--- src/rtl/seq_det_pkg.sv ---
// Shared types and limits for the parametrised serial sequence detector.
package seq_det_pkg;

  typedef enum logic [1:0] {
    UNARMED = 2'b00,
    FILL    = 2'b01,
    HUNT    = 2'b10
  } state_t;

  localparam int PAT_LEN_MIN = 1;
  localparam int PAT_LEN_MAX = 16;
  localparam int CNT_W_MIN   = 1;
  localparam int CNT_W_MAX   = 16;

endpackage

--- src/rtl/seq_detector_param_if.sv ---
// Control, serial data and match-report bundle between a stimulus source and the detector.
interface seq_detector_param_if #(
  parameter int PAT_LEN = 4,
  parameter int CNT_W   = 8
);
  logic               pat_load;
  logic [PAT_LEN-1:0] pat_in;
  logic               overlap;
  logic               inp_valid;
  logic               inp;
  logic               cnt_clr;
  logic               out;
  logic [CNT_W-1:0]   match_cnt;
  logic               armed;

  modport master (
    output pat_load, pat_in, overlap, inp_valid, inp, cnt_clr,
    input  out, match_cnt, armed
  );

  modport slave (
    input  pat_load, pat_in, overlap, inp_valid, inp, cnt_clr,
    output out, match_cnt, armed
  );
endinterface

--- src/rtl/sat_counter.sv ---
// Saturating up-counter; clear takes priority over increment, never wraps.
module sat_counter #(
  parameter int W = 8
) (
  input  logic         clk,
  input  logic         rst,
  input  logic         clr,
  input  logic         inc,
  output logic [W-1:0] q
);

  always_ff @(posedge clk) begin
    if (rst || clr) begin
      q <= '0;
    end else if (inc && (q != '1)) begin
      q <= q + W'(1);
    end
  end

endmodule

--- src/rtl/seq_detector_param.sv ---
// Serial pattern detector with run-time pattern load, optional overlap and a
// registered one-cycle match pulse; one bit per clock, no backpressure.
module seq_detector_param
  import seq_det_pkg::*;
#(
  parameter int PAT_LEN = 4,
  parameter int CNT_W   = 8
) (
  input  logic                 clk,
  input  logic                 rst,
  seq_detector_param_if.slave  bus
);

  localparam int HW = (PAT_LEN > 1) ? PAT_LEN - 1 : 1;
  localparam int FW = $clog2(PAT_LEN) + 1;
  localparam logic [FW-1:0] FILL_LAST  = FW'(PAT_LEN - 1);
  localparam state_t        LOAD_STATE = (PAT_LEN == 1) ? HUNT : FILL;

  state_t             state;
  logic [PAT_LEN-1:0] pattern;
  logic [PAT_LEN-1:0] cand;
  logic [HW-1:0]      hist;
  logic [FW-1:0]      fill_cnt;
  logic               out_q;
  logic               match;

  // Single-bit patterns have no history; the candidate is the bit itself.
  generate
    if (PAT_LEN == 1) begin : g_cand_single
      assign cand = bus.inp;
    end else begin : g_cand_shift
      assign cand = {hist[PAT_LEN-2:0], bus.inp};
    end
  endgenerate

  assign match = (state == HUNT) && bus.inp_valid && !bus.pat_load && (cand == pattern);

  always_ff @(posedge clk) begin
    if (rst) begin
      state    <= UNARMED;
      pattern  <= '0;
      hist     <= '0;
      fill_cnt <= '0;
      out_q    <= 1'b0;
    end else begin
      out_q <= match;
      if (bus.pat_load) begin
        pattern  <= bus.pat_in;
        hist     <= '0;
        fill_cnt <= '0;
        state    <= LOAD_STATE;
      end else if (bus.inp_valid) begin
        case (state)
          FILL: begin
            hist     <= cand[HW-1:0];
            fill_cnt <= fill_cnt + FW'(1);
            if ((fill_cnt + FW'(1)) == FILL_LAST) begin
              state <= HUNT;
            end
          end
          HUNT: begin
            if (match && !bus.overlap && (PAT_LEN > 1)) begin
              hist     <= '0;
              fill_cnt <= '0;
              state    <= FILL;
            end else begin
              hist <= cand[HW-1:0];
            end
          end
          default: ;
        endcase
      end
    end
  end

  assign bus.out   = out_q;
  assign bus.armed = (state != UNARMED);

  sat_counter #(.W(CNT_W)) u_match_cnt (
    .clk (clk),
    .rst (rst),
    .clr (bus.cnt_clr),
    .inc (match),
    .q   (bus.match_cnt)
  );

endmodule

--- src/flat_wrapper.sv ---
// flat-port wrapper written by rule: the top's interface ports become plain ports
module seq_detector_param_flat import seq_det_pkg::*;
#(
  parameter int PAT_LEN = 4,
  parameter int CNT_W   = 8
)
  (clk, rst, bus_pat_load, bus_pat_in, bus_overlap, bus_inp_valid, bus_inp, bus_cnt_clr, bus_out, bus_match_cnt, bus_armed);
  seq_detector_param_if #(.PAT_LEN(PAT_LEN), .CNT_W(CNT_W)) bus_i ();
  input  logic clk;
  input  logic rst;
  input wire logic [$bits(bus_i.pat_load)-1:0] bus_pat_load;
  input wire logic [$bits(bus_i.pat_in)-1:0] bus_pat_in;
  input wire logic [$bits(bus_i.overlap)-1:0] bus_overlap;
  input wire logic [$bits(bus_i.inp_valid)-1:0] bus_inp_valid;
  input wire logic [$bits(bus_i.inp)-1:0] bus_inp;
  input wire logic [$bits(bus_i.cnt_clr)-1:0] bus_cnt_clr;
  output wire logic [$bits(bus_i.out)-1:0] bus_out;
  output wire logic [$bits(bus_i.match_cnt)-1:0] bus_match_cnt;
  output wire logic [$bits(bus_i.armed)-1:0] bus_armed;
  assign bus_i.pat_load = bus_pat_load;
  assign bus_i.pat_in = bus_pat_in;
  assign bus_i.overlap = bus_overlap;
  assign bus_i.inp_valid = bus_inp_valid;
  assign bus_i.inp = bus_inp;
  assign bus_i.cnt_clr = bus_cnt_clr;
  assign bus_out = bus_i.out;
  assign bus_match_cnt = bus_i.match_cnt;
  assign bus_armed = bus_i.armed;
  seq_detector_param #(.PAT_LEN(PAT_LEN), .CNT_W(CNT_W)) u_core (.clk(clk), .rst(rst), .bus(bus_i));
endmodule
--- config.mk ---
export PLATFORM = sky130hd
export DESIGN_NAME = seq_detector_param_flat
export DESIGN_NICKNAME = d
export VERILOG_FILES = /design/src/rtl/seq_det_pkg.sv /design/src/rtl/seq_detector_param_if.sv /design/src/rtl/sat_counter.sv /design/src/rtl/seq_detector_param.sv /design/src/flat_wrapper.sv
export SDC_FILE = /design/constraint.sdc
export NUM_CORES = 1
export LEC_CHECK = 0
export CAP_MARGIN = 25
export CORE_ASPECT_RATIO = 2
export CORE_UTILIZATION = 40
export DETAILED_ROUTE_END_ITERATION = 16
export PLACE_DENSITY = 0.63
export SYNTH_ARGS = -nofsm -noshare
export SYNTH_HDL_FRONTEND = slang
export SYNTH_SLANG_ARGS = --single-unit
--- constraint.sdc ---
create_clock -name clk -period 2.3 [get_ports clk]
set_input_delay 0.69 -clock clk [delete_from_list [all_inputs] [get_ports clk]]
set_output_delay 0.69 -clock clk [all_outputs]
set_load 0.1 [all_outputs]
==> impl_metrics.py <==
metrics = {
    "cells_and_area": {
        "finalNonFillerCells": 170,
        "drive_gt1_frac": 0.211,
        "area_growth_pct": 29.2,
        "fin_nets": 160,
        "antenna_cells": 0,
        "layout_common_cells": "19 x nor2_1, 19 x dfxtp_1, 15 x buf_4",
        "final_area_mm2": 0.00138,
    },
    "status": {
        "outcome": "finished, final reports clean",
    },
    "setup_path": {
        "reg2reg_setup_slack_ns": 0.56,
        "critPathKind": "input pin to register",
        "crit_required_ns": 2.46,
        "crit_path_start_kind": "input pin",
        "arrival_ns": 2.32,
        "cp-end-kind": "register",
        "critPathMaxFanout": 7,
        "r2r_cells": 6,
    },
    "power_and_ir_drop": {
        "p_int_mw": 0.542,
        "p_leak_nw": 0.525,
        "p_switching_mw": 0.176,
        "seq_power_share": 0.524,
        "pwr-share-comb": 0.146,
        "clockPowerShare": 0.330,
        "vdd_drop_max_uv": 457,
        "p_per_area_mw_per_mm2": 521,
        "switching_share": 0.245,
    },
    "worst_hold_path": {
        "hp-class": "register to register",
        "min_path_cells": 2,
    },
    "drt": {
        "route.detailed.drc": 0,
        "drt_pass1_iterations": 4,
        "routed_wl_um": 2190,
        "vias_per_cell": 5.22,
        "ant_nets": 0,
        "wl_per_cell_um": 12.9,
        "vias": 888,
        "drt_iter0_markers": 9,
    },
    "clock_tree": {
        "holdBufCountCts": 0,
        "cts_tree": "yes",
        "clockBufferDepth": 2,
        "cts_resized": 0,
        "htreeDepth": 1,
        "cts-root-buf": "clkbuf_8",
        "path_clk_slew_ns": 0.07,
        "cts_buffers": 3,
        "postCtsSetupBuffers": 0,
        "insertion_delay_ns": 0.26,
        "cts_sinks": 21,
    },
    "timing": {
        "slew_headroom": 0.618,
        "setup_violations": 0,
        "worstMarginPinSlew_ns": 0.568,
        "hold_slack_ns": 0.503,
        "fmax_ghz": 0.463,
        "rsz0062_at_grt": "no",
        "slew_viol_final": 0,
        "fin_crit_sh": 0.939,
        "min_period_ns": 2.16,
        "finClkSkew_ns": 0.000687,
        "final_hold_viol_count": 0,
    },
    "place": {
        "portBuffers": 20,
        "place_hpwl_um": 1800,
        "dp.cells": 166,
        "globalplace.congestion": 0.708,
        "placed_cell_area_mm2": 0.00134,
    },
    "synthesis": {
        "synth.net_count": 132,
        "synth_area_per_cell_um2": 9.29,
        "yosys_register_bits": 21,
        "synthTopCellsByArea": "dfxtp_1 39%, ha_1 7.0%, nor2_1 6.7%",
        "synth_area_leader_cell": "dfxtp_1",
        "netlist_instances": 115,
        "synth-seq-area-share": 0.393,
        "synth.distinct_cells": 32,
        "synth_area_mm2": 0.00107,
        "synth_top_area_frac": 0.393,
        "ys.warnings.count": 0,
    },
    "floorplanning": {
        "floorplan.core_area_mm2": 0.00254,
        "die_w_um": 38.5,
        "die-area_mm2": 0.00289,
        "rows": 26,
        "dieHeight_um": 75.1,
        "ios": 21,
        "initial_core_util": 0.421,
    },
    "run": {
        "drv_cap": 0,
    },
    "grt": {
        "grtUsageTotal": 0.177,
        "grt.overflow.total": 0,
        "grt_max_degree": 12,
        "grt_pass1_vias": 894,
        "antenna_found_initial": 0,
        "grt_pass1_wl_um": 3620,
    },
}
==> synth_stat cells <==
| cell | n |
|---|---|
| inv_1 | 7 |
| ha_1 | 6 |
| nand3b_1 | 1 |
| or2_1 | 1 |
| or2_2 | 2 |
| o21ai_0 | 1 |
| o311a_1 | 1 |
| nand4_1 | 2 |
| buf_6 | 1 |
| a31o_2 | 2 |
| nand3_1 | 4 |
| o31ai_1 | 2 |
| dfxtp_1 | 21 |
| a31oi_1 | 3 |
| nor4b_1 | 1 |
| nor3_1 | 4 |
| xnor2_1 | 7 |
| a32o_1 | 3 |
| a2111oi_2 | 1 |
| buf_2 | 1 |
| mux2i_1 | 6 |
| xnor2_2 | 1 |
| nand2_1 | 5 |
| nand2b_1 | 2 |
| nor4_4 | 1 |
| nor2_1 | 19 |
| or3_1 | 1 |
| nand4b_4 | 1 |
| and2_1 | 1 |
| clkbuf_1 | 2 |
| nor4_1 | 1 |
| a21oi_1 | 4 |
==> registers in the layout, indices dropped and copies added (netlist names) <==
register	cells
u_core.bus.out	1
u_core.fill_cnt	3
u_core.hist	3
u_core.pattern	4
u_core.state	2
u_core.u_match_cnt.q	8
==> cell type report <==
| cell class | instances | area (µm²) |
|---|---|---|
| timing repair buffer | 27 | 253 |
| multi-input combinational | 83 | 598 |
| inverter | 7 | 26.3 |
| tap | 28 | 35.0 |
| fill | 242 | 1160 |
| sequential | 21 | 423 |
| clock buffer | 4 | 45.0 |
==> power groups by stage <==
| stage | sequential [mW] | clock, mW | combinational (mW) |
|---|---|---|---|
| after CTS | 0.377 | 0.245 | 0.105 |
| after global routing | 0.377 | 0.254 | 0.114 |
| after floorplan | 0.384 | 0 | 0.0632 |
| final | 0.377 | 0.237 | 0.105 |
| after global placement | 0.385 | 0 | 0.103 |
| after detailed placement | 0.385 | 0 | 0.105 |
==> worst max-delay path, stage by stage <==
cell	delay [ns]
clkdlybuf4s50_1	0.53
xnor2_2	0.15
nand4b_4	0.12
or3_1	0.38
buf_4	0.18
a2111oi_2	0.28
==> metal layers <==
| metal | vias to the layer above | routed length, µm | GRT usage |
|---|---|---|---|
| met4 | 0 | 51 | 0.0920 |
| met1 | 407 | 861 | 0.183 |
| met3 | 5 | 76 | 0.0265 |
| met2 | 18 | 1200 | 0.324 |
| met5 | - | 0 | 0 |
| li1 | 458 | - | - |
==> kinds of logic after synthesis <==
| group | after synthesis | share of synthesized area |
|---|---|---|
| adder cells (fa/ha/maj) | 6 | 0.0703 |
| multiplexers | 6 | 0.0562 |
| buffers and inverters | 11 | 0.0468 |
| flip-flops | 21 | 0.393 |
| AO/OA/AOI/OAI | 17 | 0.123 |
| AND/OR/NAND/NOR | 46 | 0.238 |
| XOR/XNOR | 8 | 0.0726 |
==> path summary, 6_finish.rpt <==
path	startpoint	endpoint
min reg2reg	u_core.u_match_cnt.q[6]	u_core.u_match_cnt.q[6]
min	u_core.u_match_cnt.q[6]	u_core.u_match_cnt.q[6]
max	bus_inp	u_core.state[0]
max reg2reg	u_core.u_match_cnt.q[3]	u_core.u_match_cnt.q[0]
==> stage by stage <==
| step | setup slack [ns] | setup TNS (ns) | power [mW] | util |
|---|---|---|---|---|
| 2_1_floorplan | 0.0326 | 0 | 0.447 | - |
| 5_1_grt | 0.0565 | 0 | 0.745 | 0.544 |
| 3_5_place_dp | -0.186 | -1.46 | 0.490 | 0.526 |
| 4_1_cts | 0.0864 | 0 | 0.727 | 0.544 |
| 6_report | 0.141 | 0 | 0.719 | 0.544 |
| 3_3_place_gp | -0.164 | -1.22 | 0.488 | 0.526 |
(Power assumes the default switching activity.)
